$ cat src/rtl/rf_wb_arbiter_pkg.sv
// Shared types and constants for the register-file writeback arbiter.
//   REG_ZERO / NUM_REGS / DATA_W : register file geometry
//   wb_entry_t                   : buffered long-latency result {addr, data}
//   wb_src_e                     : which source drives the write port on a given edge
package rf_wb_arbiter_pkg;

    localparam logic [4:0]  REG_ZERO = 5'd0;
    localparam int unsigned NUM_REGS = 32;
    localparam int unsigned DATA_W   = 32;

    typedef struct packed {
        logic [4:0]        addr;
        logic [DATA_W-1:0] data;
    } wb_entry_t;

    typedef enum logic [1:0] {
        SRC_NONE,
        SRC_A,
        SRC_B
    } wb_src_e;

endpackage

$ cat src/rtl/rf_wb_arbiter_wb_fifo.sv
// Synchronous FIFO holding long-latency results until the write port is free.
//   clk, reset     : clock, synchronous active-high reset (empties the FIFO)
//   push_i/entry_i : enqueue request and data (ignored when full unless popping)
//   pop_i          : dequeue request (ignored when empty)
//   head_o         : oldest entry, valid when !empty_o
//   count_o        : registered occupancy
//   full_o/empty_o : occupancy flags
module rf_wb_arbiter_wb_fifo
    import rf_wb_arbiter_pkg::*;
#(
    parameter int unsigned DEPTH = 4,
    localparam int unsigned PtrW = $clog2(DEPTH),
    localparam int unsigned CntW = $clog2(DEPTH + 1)
) (
    input  logic            clk,
    input  logic            reset,
    input  logic            push_i,
    input  wb_entry_t       entry_i,
    input  logic            pop_i,
    output wb_entry_t       head_o,
    output logic [CntW-1:0] count_o,
    output logic            full_o,
    output logic            empty_o
);

    wb_entry_t       mem_q [DEPTH];
    logic [PtrW-1:0] wr_ptr_q, wr_ptr_d;
    logic [PtrW-1:0] rd_ptr_q, rd_ptr_d;
    logic [CntW-1:0] count_q, count_d;
    logic            do_push, do_pop;

    always_comb begin
        full_o  = (count_q == CntW'(DEPTH));
        empty_o = (count_q == '0);
        do_pop  = pop_i && !empty_o;
        // A pop in the same edge frees the slot, so a full FIFO may still accept.
        do_push = push_i && (!full_o || do_pop);

        // DEPTH is a power of two, so pointers wrap naturally.
        wr_ptr_d = do_push ? wr_ptr_q + PtrW'(1) : wr_ptr_q;
        rd_ptr_d = do_pop  ? rd_ptr_q + PtrW'(1) : rd_ptr_q;

        count_d = count_q;
        unique case ({do_push, do_pop})
            2'b10:   count_d = count_q + CntW'(1);
            2'b01:   count_d = count_q - CntW'(1);
            default: count_d = count_q;
        endcase

        head_o  = mem_q[rd_ptr_q];
        count_o = count_q;
    end

    always_ff @(posedge clk) begin
        if (reset) begin
            wr_ptr_q <= '0;
            rd_ptr_q <= '0;
            count_q  <= '0;
        end else begin
            wr_ptr_q <= wr_ptr_d;
            rd_ptr_q <= rd_ptr_d;
            count_q  <= count_d;
        end
    end

    // Storage needs no reset; occupancy alone defines validity.
    always_ff @(posedge clk) begin
        if (do_push) begin
            mem_q[wr_ptr_q] <= entry_i;
        end
    end

endmodule

$ cat src/rtl/rf_wb_arbiter.sv
// Write-side front end of the 32x32 register file. Merges pipeline writeback (A, no
// backpressure, highest priority) with buffered long-latency results (B) onto the single
// write port, and keeps a per-register scoreboard of outstanding long-latency writes.
//   a_valid/a_addr/a_data : pipeline writeback
//   b_valid/b_ready/b_addr/b_data : long-latency result handshake
//   iss_valid/iss_addr    : long-latency op issue, marks destination pending
//   wr/addr3/data3        : registered register-file write port
//   pending               : scoreboard, bit r set while a B write to r is outstanding
//   a_hold                : asks the pipeline for a writeback bubble after prolonged starvation
//   waw_err               : sticky protocol error flag
module rf_wb_arbiter
    import rf_wb_arbiter_pkg::*;
#(
    parameter int unsigned DEPTH      = 4,
    parameter int unsigned STARVE_MAX = 8
) (
    input  logic                clk,
    input  logic                reset,
    input  logic                a_valid,
    input  logic [4:0]          a_addr,
    input  logic [DATA_W-1:0]   a_data,
    input  logic                b_valid,
    output logic                b_ready,
    input  logic [4:0]          b_addr,
    input  logic [DATA_W-1:0]   b_data,
    input  logic                iss_valid,
    input  logic [4:0]          iss_addr,
    output logic                wr,
    output logic [4:0]          addr3,
    output logic [DATA_W-1:0]   data3,
    output logic [NUM_REGS-1:0] pending,
    output logic                a_hold,
    output logic                waw_err
);

    localparam int unsigned CntW = $clog2(DEPTH + 1);
    localparam int unsigned StW  = $clog2(STARVE_MAX + 1);

    wb_entry_t       head;
    wb_entry_t       push_entry;
    logic [CntW-1:0] count;
    logic            fifo_full, fifo_empty;
    logic            push, pop;
    logic            a_live, iss_live;
    wb_src_e         src;

    logic                wr_q, wr_d;
    logic [4:0]          addr3_q, addr3_d;
    logic [DATA_W-1:0]   data3_q, data3_d;
    logic [NUM_REGS-1:0] pending_q, pending_d;
    logic [StW-1:0]      starve_q, starve_d;
    logic                a_hold_q, a_hold_d;
    logic                waw_err_q, waw_err_d;

    rf_wb_arbiter_wb_fifo #(
        .DEPTH (DEPTH)
    ) u_fifo (
        .clk     (clk),
        .reset   (reset),
        .push_i  (push),
        .entry_i (push_entry),
        .pop_i   (pop),
        .head_o  (head),
        .count_o (count),
        .full_o  (fifo_full),
        .empty_o (fifo_empty)
    );

    always_comb begin
        a_live   = a_valid && (a_addr != REG_ZERO);
        iss_live = iss_valid && (iss_addr != REG_ZERO);

        b_ready    = (count < CntW'(DEPTH));
        // Results for r0 are acknowledged but never buffered.
        push       = b_valid && b_ready && (b_addr != REG_ZERO);
        push_entry = '{addr: b_addr, data: b_data};

        if (a_live) begin
            src = SRC_A;
        end else if (!fifo_empty) begin
            src = SRC_B;
        end else begin
            src = SRC_NONE;
        end
        pop = (src == SRC_B);

        wr_d    = 1'b0;
        addr3_d = addr3_q;
        data3_d = data3_q;
        unique case (src)
            SRC_A: begin
                wr_d    = 1'b1;
                addr3_d = a_addr;
                data3_d = a_data;
            end
            SRC_B: begin
                wr_d    = 1'b1;
                addr3_d = head.addr;
                data3_d = head.data;
            end
            default: wr_d = 1'b0;
        endcase

        // Clear first so a same-edge issue to the retiring register keeps it pending.
        pending_d = pending_q;
        if (pop) begin
            pending_d[head.addr] = 1'b0;
        end
        if (iss_live) begin
            pending_d[iss_addr] = 1'b1;
        end
        pending_d[0] = 1'b0;

        // An issue to a register whose outstanding write retires this very edge is not a
        // hazard: the old value lands now and the new op owns the register afterwards.
        waw_err_d = waw_err_q
            || (iss_live && pending_q[iss_addr] && !(pop && (head.addr == iss_addr)))
            || (a_live && pending_q[a_addr])
            || (pop && !pending_q[head.addr]);

        // Counts only edges where a waiting head lost to A; saturates at the threshold.
        if ((src == SRC_A) && !fifo_empty) begin
            starve_d = (starve_q >= StW'(STARVE_MAX)) ? starve_q : starve_q + StW'(1);
        end else begin
            starve_d = '0;
        end
        a_hold_d = (starve_d >= StW'(STARVE_MAX));
    end

    always_ff @(posedge clk) begin
        if (reset) begin
            wr_q      <= 1'b0;
            addr3_q   <= '0;
            data3_q   <= '0;
            pending_q <= '0;
            starve_q  <= '0;
            a_hold_q  <= 1'b0;
            waw_err_q <= 1'b0;
        end else begin
            wr_q      <= wr_d;
            addr3_q   <= addr3_d;
            data3_q   <= data3_d;
            pending_q <= pending_d;
            starve_q  <= starve_d;
            a_hold_q  <= a_hold_d;
            waw_err_q <= waw_err_d;
        end
    end

    assign wr      = wr_q;
    assign addr3   = addr3_q;
    assign data3   = data3_q;
    assign pending = pending_q;
    assign a_hold  = a_hold_q;
    assign waw_err = waw_err_q;

endmodule

$ cat config.mk
export PLATFORM = sky130hd
export DESIGN_NAME = rf_wb_arbiter
export DESIGN_NICKNAME = d
export VERILOG_FILES = /design/src/rtl/rf_wb_arbiter_pkg.sv /design/src/rtl/rf_wb_arbiter_wb_fifo.sv /design/src/rtl/rf_wb_arbiter.sv
export SDC_FILE = /design/constraint.sdc
export NUM_CORES = 1
export LEC_CHECK = 0
export BUFFER_PORTS_ARGS = -buffer_cell sky130_fd_sc_hd__clkbuf_2
export CELL_PAD_IN_SITES_DETAIL_PLACEMENT = 0
export CELL_PAD_IN_SITES_GLOBAL_PLACEMENT = 1
export CORE_MARGIN = 2
export CORE_UTILIZATION = 30
export CTS_CLUSTER_SIZE = 25
export DETAILED_ROUTE_END_ITERATION = 8
export GPL_ROUTABILITY_DRIVEN = 0
export PLACE_DENSITY = 0.59
export SLEW_MARGIN = 10
export SYNTH_ARGS = -nofsm -noshare
export SYNTH_HDL_FRONTEND = slang
export SYNTH_SLANG_ARGS = --single-unit
$ cat constraint.sdc
create_clock -name clk -period 2.3 [get_ports clk]
set_input_delay 0.46 -clock clk [delete_from_list [all_inputs] [get_ports clk]]
set_output_delay 0.46 -clock clk [all_outputs]
set_load 0.03 [all_outputs]
==> results of run 1 <==
## registers in the layout (all words and copies together), names as in the netlist, named ones only
register,cells
u_fifo.count_o,3
a_hold,1
pending,31
u_fifo.mem_q,148
data3,32
u_fifo.wr_ptr_q,2
wr,1
u_fifo.rd_ptr_q,2
waw_err,1
starve_q,4
addr3,5
## final cells by class
cell class | count | area share (%)
flip-flops and latches | 232 | 48.8
multi-input cells | 406 | 27.5
repair buffers | 232 | 11.7
clock buffers | 32 | 5.76
well taps | 442 | 4.40
clock inverters | 18 | 1.47
inverters | 12 | 0.378
diodes | 1 | 0.0199
## path summary, 6_finish.rpt
path,startpoint,endpoint,slack [ns]
setup / recovery,flop,waw_err,0.08
setup reg to reg,flop,waw_err,0.08
hold / removal,b_data[26],u_fifo.mem_q[1][26],0.13
hold reg to reg,u_fifo.rd_ptr_q[1],flop,0.52
## cell families (layout without fill, tap and decap cells)
| group | after synthesis | in the layout | share of synthesized area [%] |
|---|---|---|---|
| fa+ha+maj | 7 | 7 | 0.968 |
| compound gates | 125 | 125 | 7.93 |
| simple gates | 151 | 151 | 6.66 |
| flops | 232 | 232 | 62.4 |
| mux | 110 | 110 | 18.3 |
| other cells | 1 | 2 | 0.0382 |
| buf+inv | 58 | 294 | 2.71 |
| xor+xnor | 12 | 12 | 1.07 |
## power by group
group	total, uW	switching [uW]	internal (uW)	leakage (uW)
sequential	5230	228	5000	0.00205
clock	4330	1730	2590	0.000448
combinational	4250	2370	1880	0.00217
## what timing repair did
item / CTS / global route
endpoints found under the hold margin: 0 / 0
hold buffers: 0 / 0
buffers inserted: 0 / 5
gates resized for setup: 2 / 1
endpoints found under the setup margin: 1 / 1
## Yosys cell counts, drive strengths merged
library cell and instances:
mux2i 51, nor2b 5, buf 24, nand2 51, clkinv 1, o311ai 1
nor3 5, nand3 10, and2 5, o311a 1, fa 1, o211ai 2
dfxtp 84, mux4 55, nand2b 4, conb 1, xor2 3, clkbuf 22
a211o 2, a31oi 2, a21oi 34, o32ai 2, and3 2, a2111oi 1
xnor2 9, ha 6, o21ai 38, edfxtp 148, nor2 62, or4 1
nand3b 2, mux2 4, o22ai 1, a211oi 38, inv 11, a22oi 2
or3 4, a32o 1
## worst max-delay path, cell delays in order (launching register included)
cell	delay (ns)
dfxtp_4	0.38
mux4_2	0.55
inv_4	0.11
mux4_2	0.51
nor2b_1	0.14
o21ai_0	0.16
a31oi_1	0.09
o32ai_2	0.20
## per-layer routing
layer / share of wire [%] / global-route usage (%) / routed length, um
met1: 45 / 21.5 / 11800
met2: 45 / 23.7 / 11900
met3: 7.7 / 3.78 / 2000
met4: 1.9 / 3.62 / 494
met5: 0.10 / 0 / 27
## through the flow
step / total power (uW) / utilization, % / instance area [um^2]
CTS: 13900 / 38.7 / 12500
detailed placement: 9540 / 35.8 / 11600
global route: 14500 / 38.8 / 12600
finish: 13800 / 38.8 / 12600
floorplan: 8070 / - / 9840
global placement: 9550 / 35.8 / 11600
==> impl_metrics.yaml, run 1 <==
run_status:
  status: "complete, no violations"
finish:
  final_layout_size_suffix_gt1_share_pct: 37.7
  syn2layout_area_growth_pct: 27.9
  multi_input_area_um2: 3460
  layout_commonest_cell: "clkbuf_2"
  nets: 1002
  ff_latch_area_um2: 6130
  fin_cells: 1375
  n_fill_cell: 3179
  final_cell_mix: "154 x clkbuf_2, 148 x edfxtp_1, 82 x dfxtp_1"
flow_run:
  drv_cap: 0
routing:
  avgRoutedWirePerCell_um: 19.0
  wirelength_um: 26100
  first_pass_iters: 5
  ant_nets: 0
  viasPerCell: 4.79
  drtIter0Drc: 408
  vias: 6593
  drc: 0
sta:
  period_needed_ns: 2.22
  hold_viol_final: 0
  finalMaxSlewViolations: 0
  rsz0062_at_grt: "no"
  setup_tns_ns: 0
  fmax_ghz: 0.451
  setup_viol: 0
  clock_skew_ns: 0.0193
  hold_ws_ns: 0.127
  post-route-period-util_pct: 96.3
  worst_slack_ns: 0.0845
clock_network:
  cts_buffers: 27
  htree_levels: 1
  clk_pin_slew_worst_paths_ns: 0.06
  cts_tree: "yes"
  cts_buffer_depth: 3
  clk_latency_ns: 0.55
  cts_sinks: 232
  cts_root_buf: "clkbuf_16"
worst_setup_path:
  cp-end-kind: "flop"
  worstPathMaxFanout: 5
  cp.arrival_ns: 2.68
  critPathKind: "flop to flop"
  crit_path_start_kind: "flop"
  critical_path_required_ns: 2.77
  reg2reg_depth: 7
yosys:
  syn_avg_cell_area_um2: 14.1
  post_synth_num_cell_types: 47
  yosys.area.top_type_share_pct: 45.2
  ys_seq_area_share_pct: 62.4
  synth_area_um2: 9820
  post-synth-top-area-cell: "edfxtp_1"
  synth_cells: 696
  synthTopCellsByArea: "edfxtp_1 45%, dfxtp_1 17%, mux4_2 13%, mux2i_1 5.2%, a211oi_1 2.9%"
  syn_nets: 787
  synth_warnings: 0
  yosys_register_bits: 232
worst_hold_path:
  hp-class: "input port to flop"
  holdPathStages: 1
floorplan:
  io_pins: 157
  placeableCoreArea_um2: 32400
  die_y_um: 185
  dieArea_um2: 34200
  die_width_um: 185
  floorplan.initialDensity_pct: 30.3
  fp-row-count: 66
place:
  dp.cells: 1319
  numPortBuffers: 155
  pre_cts_ws_ns: -0.168
  dpl.hpwl_um: 17800
global_routing:
  grt_use_total_pct: 15.3
  grt_antenna_before_repair: 3
  grt_overflow: 0
  grt_pass1_wl_um: 39500
  grt_pass1_vias: 6471
  grt_max_degree: 72
power:
  powerDensity_nw_per_um2: 1100
  power_leakage_uw: 0.00466
  ir_drop_mv: 0.547
Note: power is estimated with default switching activity, not from simulation.
==> run 2: changes to the inputs <==
REMOVE_ABC_BUFFERS = 1   (was not set)
==> run 2 against run 1 <==
Worst setup slack worse by 0.015 ns. Fmax down 0.67%. Clock-buffer cell count up 5. Power down 2.9%. Sequential power about the same. Routed wire length down 1.8%. Highest routed layer unchanged.
==> impl_metrics.yaml, run 2 (same netlist as run 1, synthesis figures left out) <==
run_status:
  status: "complete, no violations"
finish:
  final_cell_mix: "154 x clkbuf_2, 148 x edfxtp_1, 82 x dfxtp_1"
  syn2layout_area_growth_pct: 27.1
  num_antenna_cells: 0
  final_layout_size_suffix_gt1_share_pct: 37.6
  nets: 1007
  largest_reg_flops: 148
  regMostFlops: "u_fifo.mem_q"
  layout_commonest_cell: "clkbuf_2"
global_routing:
  grt_overflow: 0
  grt_pass1_vias: 6461
  grt_use_total_pct: 14.8
  grt_pass1_wl_um: 38500
  grt_antenna_before_repair: 3
  grt_max_degree: 33
worst_setup_path:
  crit_chain: "mux4_2, buf_4, xnor2_1, nand2_1, a2111oi_2, a211oi_1, nor3_2, o32ai_2"
  r2r_slack_ns: 0.07
  critical_path_required_ns: 2.71
  cp-endpoint: "waw_err"
  reg2reg_to: "waw_err"
  cp-end-kind: "flop"
  critPathKind: "flop to flop"
  slowest_delay_ns: 0.57
  worstPathMaxFanout: 6
  cp.arrival_ns: 2.64
  critical-path-slowest-cell: "mux4_2"
  reg2reg_depth: 8
  crit_path_start_kind: "flop"
sta:
  finalMaxSlewViolations: 0
  maxSlewHeadroom_pct: 65.2
  setup_viol: 0
  period_needed_ns: 2.23
  clock_skew_ns: 0.0144
  hold_viol_final: 0
  fmax_ghz: 0.448
  post-route-period-util_pct: 97.0
  hold_ws_ns: 0.135
  setup_tns_ns: 0
  worstMarginPinSlew_ns: 0.512
place:
  numPortBuffers: 155
  dpl.hpwl_um: 18000
clock_network:
  cts_sinks: 232
  cts_hold_buf: 0
  htree_levels: 1
  clk_pin_slew_worst_paths_ns: 0.06
  cts_buffer_depth: 3
  cts_buffers: 26
  cts_root_buf: "clkbuf_16"
  clk_latency_ns: 0.55
  cts_tree: "yes"
routing:
  viasPerCell: 4.75
  avgRoutedWirePerCell_um: 18.6
  vias: 6539
  wirelength_um: 25700
  ant_nets: 0
  drtIter0Drc: 410
  first_pass_iters: 5
  drc: 0
power:
  ir_drop_mv: 0.587
  powerDensity_nw_per_um2: 1070
  power_leakage_uw: 0.00462
floorplan:
  die_width_um: 185
  dieArea_um2: 34200
  placeableCoreArea_um2: 32400
  io_pins: 157
  fp-row-count: 66
  floorplan.initialDensity_pct: 30.3
  die_y_um: 185
flow_run:
  drv_cap: 0
worst_hold_path:
  hp-class: "input port to flop"
run 2: final cells by class:
| cell class | instances | area, um^2 |
|---|---|---|
| clock buffers | 37 | 732 |
| clock inverters | 11 | 90.1 |
| fillers | 3211 | 19900 |
| inverters | 12 | 47.5 |
| multi-input cells | 406 | 3470 |
| flip-flops and latches | 232 | 6130 |
| well taps | 442 | 553 |
| repair buffers | 238 | 1460 |
run 2: how the worst min path moves through the flow:
stage | startpoint | to | slack (ns) | cells after the start
2_1_floorplan | starve_q[2] | starve_q[2] | 0.48 | 2
3_3_place_gp | u_fifo.rd_ptr_q[1] | flop | 0.51 | 2
3_5_place_dp | pending[14] | pending[14] | 0.52 | 2
4_1_cts | b_data[31] | u_fifo.mem_q[3][31] | 0.12 | 1
5_1_grt | b_data[31] | u_fifo.mem_q[3][31] | 0.12 | 1
6_report | b_data[15] | u_fifo.mem_q[2][15] | 0.14 | 1
run 2: per-stage QoR:
stage	cell area, um^2	util, %	std cells	setup WS, ns	power [uW]
floorplan	9600	-	650	-3.46	6850
global placement	11600	35.8	1324	-0.220	9490
detailed placement	11600	35.8	1324	-0.196	9500
CTS	12400	38.4	1374	0.00973	13500
global route	12500	38.6	1378	-0.00312	14100
finish	12500	38.6	1378	0.0696	13400
run 2: worst max-delay path: cells and delay by family (launching register included):
family	cells	cell delay, ns
DFF	1	0.39
xor gates and xnor gates	1	0.13
AOI/OAI and AO/OA	3	0.60
muxes	1	0.57
and+or+nand+nor	2	0.23
buffers and inverters	1	0.18
run 2: routing by layer:
metal	wire length [um]	global-route usage [%]	vias to the layer above	share of wire (%)
met4	513	3.65	4	2.0
met5	30	0	-	0.12
met2	11900	23.6	210	46
met3	1760	3.64	34	6.9
li1	-	-	3103	-
met1	11500	20.3	3188	45
run 2: repair_timing:
| item | CTS | global route |
|---|---|---|
| hold endpoints to repair | 0 | 0 |
| resized for setup | 4 | 5 |
| setup buffers | 2 | 4 |
| endpoints found under the setup margin | 1 | 1 |
run 2: power by group:
group	total (uW)	internal (uW)	switching, uW
clock	3930	2230	1700
combinational	4250	1890	2370
sequential	5220	5000	222
total	13400	9120	4290
==> run 3: changes to the inputs <==
CORE_MARGIN = not set   (was 2)
RECOVER_POWER = 100   (was not set)
==> run 3 against run 2 <==
Die area decreased by 2.2%. First-iteration DRC count decreased by 9.5%. Critical path depth decreased by 1. Non-clock buffer count decreased by 11. Largest power group unchanged. Global-route usage increased by 0.65 points. Sequential cell count unchanged. Utilization decreased by 0.23 points.
==> impl_metrics.yaml, run 3 (same netlist as run 1, synthesis figures left out) <==
place:
  dpl.hpwl_um: 17300
  numPortBuffers: 155
  placed_area_um2: 11600
clock_network:
  cts_buffers: 26
  cts_hold_buf: 0
  clk_latency_ns: 0.54
  cts_tree: "yes"
  cts_sinks: 232
  cts_buffer_depth: 3
  clk_pin_slew_worst_paths_ns: 0.06
  cts_root_buf: "clkbuf_16"
  htree_levels: 1
worst_setup_path:
  path_delay_family: "multiplexers"
  critical-path-slowest-cell: "mux4_2"
  critical_path_required_ns: 2.75
  r2r_slack_ns: 0.07
  crit_chain: "mux4_2, inv_2, mux4_2, nor2b_4, o21ai_1, a31oi_2, o32ai_2"
  cp-end-kind: "flop"
  crit_path_start_kind: "flop"
  critPathBufInv: 1
  slowest_delay_ns: 0.58
  cp.arrival_ns: 2.68
  path_common_cell: "mux4_2"
  critPathKind: "flop to flop"
  worstPathMaxFanout: 5
routing:
  first_pass_iters: 5
  avgRoutedWirePerCell_um: 19.0
  wirelength_um: 25800
  drtIter0Drc: 371
  viasPerCell: 4.77
  ant_nets: 0
  vias: 6488
  drc: 0
global_routing:
  grt_overflow: 0
  grt_use_total_pct: 15.5
  grt_pass1_wl_um: 39700
  grt_max_degree: 43
  grt_pass1_vias: 6667
  grt_antenna_before_repair: 0
sta:
  rsz0062_at_grt: "no"
  worstMarginPinSlew_ns: 0.747
  fmax_ghz: 0.449
  finalMaxSlewViolations: 0
  hold_viol_final: 0
  post-route-period-util_pct: 96.8
  clock_skew_ns: 0.00790
  period_needed_ns: 2.23
  hold_ws_ns: 0.180
  setup_tns_ns: 0
  setup_viol: 0
  maxSlewHeadroom_pct: 50.2
finish:
  largest_reg_flops: 148
  final_cell_mix: "148 x edfxtp_1, 122 x clkbuf_1, 82 x dfxtp_1"
  n_fill_cell: 3165
  nets: 996
  final_layout_size_suffix_gt1_share_pct: 24.3
  regMostFlops: "u_fifo.mem_q"
  layout_commonest_cell: "edfxtp_1"
  num_antenna_cells: 0
  stdcell_area_um2: 12200
  syn2layout_area_growth_pct: 24.4
power:
  ir_drop_mv: 0.602
  power_leakage_uw: 0.00420
  powerDensity_nw_per_um2: 1090
floorplan:
  die_y_um: 183
  die_width_um: 183
  dieArea_um2: 33500
  floorplan.initialDensity_pct: 30.8
  placeableCoreArea_um2: 31900
  io_pins: 157
  fp-row-count: 65
run_status:
  status: "complete, no violations"
flow_run:
  drv_cap: 0
worst_hold_path:
  hp-class: "input port to flop"
[run 3: stage by stage]
step,cells,utilization (%),total power (uW),setup WS [ns]
2_1_floorplan,650,-,6850,-3.46
3_3_place_gp,1310,36.2,9510,-0.248
3_5_place_dp,1310,36.2,9520,-0.263
4_1_cts,1359,38.9,13600,0.00352
5_1_grt,1360,38.3,13900,0.00861
6_report,1360,38.3,13300,0.0745
[run 3: final timing paths]
path,start,depth (start not counted),endpoint
min,b_data[28],1,u_fifo.mem_q[1][28]
max reg2reg,flop,7,waw_err
max,flop,7,waw_err
min reg2reg,starve_q[2],2,starve_q[2]
[run 3: cell type report]
cell class	count	area (um^2)	area share [%]
flip-flops and latches	232	6130	50.2
clock buffers	40	773	6.33
repair buffers	227	1180	9.67
well taps	435	544	4.45
inverters	12	45.0	0.369
multi-input cells	406	3480	28.5
clock inverters	8	66.3	0.543
[run 3: where the power goes]
group	leakage (uW)	switching, uW	total [uW]	internal (uW)
clock	0.000412	1660	3980	2320
sequential	0.00205	217	5220	5010
combinational	0.00174	2380	4060	1680
[run 3: timing repair]
action / CTS / global route
buffers inserted: 1 / 1
pin swaps: 0 / 1
endpoints found under the hold margin: 0 / 0
setup endpoints to repair: 1 / 1
gates resized for setup: 1 / 6
[run 3: metal layers]
metal,vias up,GRT usage [%],part of all wire (%)
met5,-,0,0
li1,3070,-,-
met3,38,3.63,7.5
met4,0,3.63,2.0
met2,248,25.3,46
met1,3132,20.7,44
